File: config.mk
export PLATFORM = sky130hd
export DESIGN_NAME = hazard_ctrl
export DESIGN_NICKNAME = d
export VERILOG_FILES = /design/src/rtl/hazard_pkg.sv /design/src/rtl/muldiv_stall_fsm.sv /design/src/rtl/hazard_ctrl.sv
export SDC_FILE = /design/constraint.sdc
export NUM_CORES = 1
export LEC_CHECK = 0
export CAP_MARGIN = 20
export CELL_PAD_IN_SITES_DETAIL_PLACEMENT = 1
export CELL_PAD_IN_SITES_GLOBAL_PLACEMENT = 1
export CORE_MARGIN = 3
export CORE_UTILIZATION = 19
export DETAILED_ROUTE_END_ITERATION = 12
export GPL_TIMING_DRIVEN = 0
export PLACE_DENSITY_LB_ADDON = 0.1
export SYNTH_ARGS = -nofsm -noshare
export SYNTH_HDL_FRONTEND = slang
export SYNTH_SLANG_ARGS = --single-unit
File: constraint.sdc
create_clock -name clk -period 2.8 [get_ports clk]
set_clock_uncertainty 0.15 [all_clocks]
set_input_delay 0.42 -clock clk [delete_from_list [all_inputs] [get_ports clk]]
set_output_delay 0.42 -clock clk [all_outputs]
set_load 0.1 [all_outputs]
File: src/rtl/hazard_pkg.sv
// Shared types for the hazard/forwarding controller: forward-select codes and
// the MUL/DIV stall FSM state encoding.
package hazard_pkg;

  typedef enum logic [1:0] {
    FWD_NONE = 2'b00,
    FWD_W    = 2'b01,
    FWD_M    = 2'b10
  } fwd_sel_e;

  typedef enum logic {
    IDLE = 1'b0,
    BUSY = 1'b1
  } md_state_e;

endpackage

File: src/rtl/muldiv_stall_fsm.sv
// Holds a multi-cycle MUL/DIV in Execute: busy for MULDIV_LAT-1 cycles, then
// one done cycle in which the op leaves Execute. MULDIV_LAT legal range 2..16.
module muldiv_stall_fsm
  import hazard_pkg::*;
#(
  parameter int unsigned MULDIV_LAT = 4
) (
  input  logic clk,
  input  logic rst_n,
  input  logic start,
  output logic busy,
  output logic done
);

  localparam int unsigned CNT_BITS = $clog2(MULDIV_LAT);
  localparam logic [CNT_BITS-1:0] CNT_LOAD = CNT_BITS'(MULDIV_LAT - 2);

  md_state_e           state, state_next;
  logic [CNT_BITS-1:0] cnt, cnt_next;

  always_ff @(posedge clk) begin
    if (!rst_n) begin
      state <= IDLE;
      cnt   <= '0;
    end else begin
      state <= state_next;
      cnt   <= cnt_next;
    end
  end

  // Start is ignored in the done cycle: it is still the same instruction.
  always_comb begin
    state_next = state;
    cnt_next   = cnt;
    busy       = 1'b0;
    done       = 1'b0;
    case (state)
      IDLE: begin
        if (start) begin
          busy       = 1'b1;
          state_next = BUSY;
          cnt_next   = CNT_LOAD;
        end
      end
      BUSY: begin
        if (cnt != '0) begin
          busy     = 1'b1;
          cnt_next = cnt - CNT_BITS'(1);
        end else begin
          done       = 1'b1;
          state_next = IDLE;
        end
      end
      default: state_next = IDLE;
    endcase
  end

endmodule

File: src/rtl/hazard_ctrl.sv
// Hazard and forwarding controller for the five-stage core: forwarding muxes,
// load-use bubbles, branch flushes and MUL/DIV stalls. Define HAZARD_STATS_EN
// to build the saturating stall/flush statistics counters.
module hazard_ctrl
  import hazard_pkg::*;
#(
  parameter int unsigned REG_ADDR_W = 5,
  parameter int unsigned MULDIV_LAT = 4,
  parameter int unsigned CNT_W      = 32
) (
  input  logic                  clk,
  input  logic                  rst_n,
  input  logic [REG_ADDR_W-1:0] Rs1D,
  input  logic [REG_ADDR_W-1:0] Rs2D,
  input  logic [REG_ADDR_W-1:0] Rs1E,
  input  logic [REG_ADDR_W-1:0] Rs2E,
  input  logic [REG_ADDR_W-1:0] RdE,
  input  logic [REG_ADDR_W-1:0] RdM,
  input  logic [REG_ADDR_W-1:0] RdW,
  input  logic                  RegWriteM,
  input  logic                  RegWriteW,
  input  logic                  MemReadE,
  input  logic                  PCSrcE,
  input  logic                  MulDivStartE,
  output logic [1:0]            ForwardAE,
  output logic [1:0]            ForwardBE,
  output logic                  StallF,
  output logic                  StallD,
  output logic                  StallE,
  output logic                  FlushD,
  output logic                  FlushE,
  output logic                  FlushM,
  output logic                  MulDivBusy,
  output logic                  MulDivDone,
  output logic [CNT_W-1:0]      StallCount,
  output logic [CNT_W-1:0]      FlushCount
);

  logic busy;
  logic load_use;
  logic m_ok, w_ok;
  fwd_sel_e fwd_a, fwd_b;

  muldiv_stall_fsm #(
    .MULDIV_LAT(MULDIV_LAT)
  ) u_muldiv_fsm (
    .clk  (clk),
    .rst_n(rst_n),
    .start(MulDivStartE),
    .busy (busy),
    .done (MulDivDone)
  );

  assign MulDivBusy = busy;

  // Memory stage wins over Writeback; x0 is never forwarded.
  assign m_ok = RegWriteM && (RdM != '0);
  assign w_ok = RegWriteW && (RdW != '0);

  always_comb begin
    fwd_a = FWD_NONE;
    fwd_b = FWD_NONE;
    if (m_ok && (Rs1E == RdM))      fwd_a = FWD_M;
    else if (w_ok && (Rs1E == RdW)) fwd_a = FWD_W;
    if (m_ok && (Rs2E == RdM))      fwd_b = FWD_M;
    else if (w_ok && (Rs2E == RdW)) fwd_b = FWD_W;
  end

  assign ForwardAE = fwd_a;
  assign ForwardBE = fwd_b;

  assign load_use = MemReadE && (RdE != '0) && ((Rs1D == RdE) || (Rs2D == RdE));

  // Priority: MUL/DIV busy, taken branch, load-use.
  always_comb begin
    StallF = 1'b0;
    StallD = 1'b0;
    StallE = 1'b0;
    FlushD = 1'b0;
    FlushE = 1'b0;
    FlushM = 1'b0;
    if (busy) begin
      StallF = 1'b1;
      StallD = 1'b1;
      StallE = 1'b1;
      FlushM = 1'b1;
    end else if (PCSrcE) begin
      FlushD = 1'b1;
      FlushE = 1'b1;
    end else if (load_use) begin
      StallF = 1'b1;
      StallD = 1'b1;
      FlushE = 1'b1;
    end
  end

`ifdef HAZARD_STATS_EN
  logic [CNT_W-1:0] stall_cnt, flush_cnt;

  always_ff @(posedge clk) begin
    if (!rst_n) begin
      stall_cnt <= '0;
      flush_cnt <= '0;
    end else begin
      if (StallD && (stall_cnt != '1))
        stall_cnt <= stall_cnt + CNT_W'(1);
      if (PCSrcE && !busy && (flush_cnt != '1))
        flush_cnt <= flush_cnt + CNT_W'(1);
    end
  end

  assign StallCount = stall_cnt;
  assign FlushCount = flush_cnt;
`else
  assign StallCount = '0;
  assign FlushCount = '0;
`endif

endmodule

==> impl_metrics.json <==
{
  "status": "finished, final reports clean",
  "synth_mux_area_share_pct": 0,
  "clkSinkCount": 3,
  "synthXorXnorAreaFrac_pct": 24.91,
  "cp.required_ns": 2.23,
  "dp_cells": 323,
  "slowest_delay_ns": 0.57,
  "synth_area_leaders": "buf_4, xor2_1, dfxtp_1, xnor2_1, or4_1",
  "die_x_um": 80.51,
  "rows": 26,
  "die_h_um": 80.51,
  "cts.clk_slew.worst_paths_ns": 0.03,
  "crit_fanout": 3,
  "grt_use_met1_pct": 10.82,
  "slew-limit-headroom_pct": 35.75,
  "ys_seq_area_share_pct": 5.694,
  "grt_use_met2_pct": 16.31,
  "drv_slew": 0,
  "synthCells": 137,
  "final_common_cell": "buf_4",
  "diodes": 0,
  "crit_arrival_ns": 2.16,
  "period_needed_ns": 2.727,
  "worst_slew_pin_slew_ns": 0.9608,
  "cp-end-kind": "primary output",
  "p_per_area_nw_per_um2": 456.3,
  "cp_slowest_cell": "or4_4",
  "ys_types": 24,
  "final_cell_mix": "buf_4, conb_1, clkdlybuf4s50_1",
  "synth_seq_cells": 3,
  "tns_ns": 0,
  "numCtsBuffers": 3,
  "startpoint_type": "input port",
  "wl_per_cell_um": 9.835,
  "crit_type": "input port to primary output",
  "synth_top_family_by_area": "buffers and inverters",
  "port_buffers": 53,
  "post-route-drc-count": 0,
  "antenna_found_initial": 0,
  "final_cells": 327,
  "grt_max_degree": 6,
  "period_share_pct": 97.40,
  "hold_class": "flop to flop",
  "drt_pass1_iterations": 2,
  "cts-htree-levels": 1,
  "wl_um": 3216,
  "tritoncts": "yes",
  "path_buf_inv": 2,
  "clk_path_buf_depth": 2,
  "synthSimpleGateAreaFrac_pct": 12.93,
  "top_usage_layer": "met2",
  "critPathTopFamily": "simple AND/OR/NAND/NOR gates",
  "core-area_um2": 5238,
  "synthToLayoutAreaGrowth_pct": 96.20,
  "track_usage_pct": 9.378,
  "maxCapViolations": 0,
  "finalHoldViolCount": 0,
  "yosys_warnings": 0,
  "drtAntennaViolNets": 0,
  "postCtsSetupBuffers": 0,
  "grt_pass1_vias": 1051,
  "synth_compound_area_share_pct": 5.457,
  "fill_cells": 653,
  "ioPinCount": 118,
  "drt_iter0_drc": 11,
  "maxClockFrequency_ghz": 0.3667,
  "synth_fa_ha_area_share_pct": 1.186,
  "ir_drop_uv": 190.0,
  "crit_chain": "clkdlybuf4s50_1 -> or4_4 -> o21ai_4 -> nor4_4 -> nor4_4 -> buf_6",
  "synth_top_cell_area_share_pct": 47.69,
  "met3_usage_pct": 3.924,
  "holdBufCountCts": 0,
  "overflow": 0,
  "dr_total_vias": 1064,
  "syn-cell-area_um2": 1055,
  "drt-vias-per-instance": 3.254,
  "drive_gt1_share_pct": 39.30,
  "grt_pass1_wl_um": 4802,
  "cpMostUsedCell": "nor4_4",
  "grt_setup_unrepaired": "no",
  "p_leak_uw": 0.001056,
  "nets": 301,
  "gp_congestion": 0.7248,
  "regArea_um2": 61.31,
  "start_util_pct": 20.14,
  "synth_largest_area_cell": "buf_4",
  "multi_input_area_um2": 834.6,
  "syn_area_per_cell_um2": 7.699,
  "finalSetupViolations": 0,
  "clk_latency_ns": 0.22,
  "post-dp-hpwl_um": 3083,
  "cts-root-buf": "clkbuf_8",
  "dieArea_um2": 6481
}
## where the power goes
group	leakage (uW)	switching, uW	internal (uW)
registers	0.0000253	2.85	47.9
logic	0.00101	583	182
clock network	0.0000228	30.9	97.3
total	0.00106	617	327
## per-layer routing
metal	share of wire (%)	up-vias	routed length [um]
met5	0	-	0
met4	0.40	0	13
met3	13	3	422
met2	50	62	1603
met1	37	446	1176
li1	-	553	-
## metrics by stage
step | utilization, % | power [uW] | instance area (um2) | hold WS [ns] | worst slack (ns)
floorplan | - | 700.0 | 1404 | 0.2718 | -0.2804
global placement | 38.60 | 812.4 | 2022 | 0.2857 | -1.013
detailed placement | 38.60 | 815.5 | 2022 | 0.3102 | -1.013
CTS | 39.32 | 941.1 | 2059 | 0.3170 | 0.01604
global route | 39.51 | 984.5 | 2069 | 0.3302 | 0.001287
finish | 39.51 | 944.3 | 2069 | 0.3097 | 0.07268
## final cells by class
cell class / count / share of cell area, %
multi-input cells: 125 / 40.33
repair buffers: 53 / 24.73
plain buffers: 67 / 24.49
well taps: 70 / 4.232
flip-flops and latches: 3 / 2.963
clock buffers: 4 / 2.177
inverters: 5 / 1.088
## path summary, 6_finish.rpt
| path | startpoint | to | slack, ns | cells past startpoint |
|---|---|---|---|---|
| setup / recovery | RdM[4] | ForwardBE[0] | 0.07 | 6 |
| hold / removal | u_muldiv_fsm.cnt[0] | u_muldiv_fsm.cnt[0] | 0.31 | 1 |
| setup reg to reg | u_muldiv_fsm.cnt[0] | u_muldiv_fsm.cnt[0] | 1.33 | 6 |
| hold reg to reg | u_muldiv_fsm.cnt[0] | u_muldiv_fsm.cnt[0] | 0.31 | 1 |
## cell usage after synthesis
| library cell | number |
|---|---|
| nor2_1 | 5 |
| o31ai_1 | 2 |
| a22oi_1 | 1 |
| ha_1 | 1 |
| and2_1 | 1 |
| nor2b_1 | 1 |
| buf_4 | 67 |
| o21ai_2 | 1 |
| conb_1 | 1 |
| a211oi_1 | 1 |
| xnor2_1 | 6 |
| o21ai_0 | 1 |
| inv_1 | 5 |
| or2_2 | 1 |
| nand3_1 | 2 |
| or4_1 | 5 |
| dfxtp_1 | 3 |
| nand2_1 | 1 |
| nor4_2 | 2 |
| xor2_1 | 24 |
| nor3_1 | 2 |
| a221oi_1 | 1 |
| nor4_1 | 2 |
| o21ai_1 | 1 |
## flip-flops by register name (all words and copies together) (netlist names)
| name | flops |
|---|---|
| u_muldiv_fsm.cnt | 2 |
| u_muldiv_fsm.state | 1 |
## timing repair
action	CTS	global route
endpoints found under the setup margin	11	8
gates cloned	0	0
pin swaps	0	1
gates resized for setup	58	9
## cells by family after synthesis
kind of cell / count (synthesis)
and+or+nand+nor: 22
AOI/OAI and AO/OA: 8
adders and majority gates: 1
xor gates and xnor gates: 30
other: 1
DFF: 3
buffers and inverters: 72
Power figures use the tool's default switching activity.
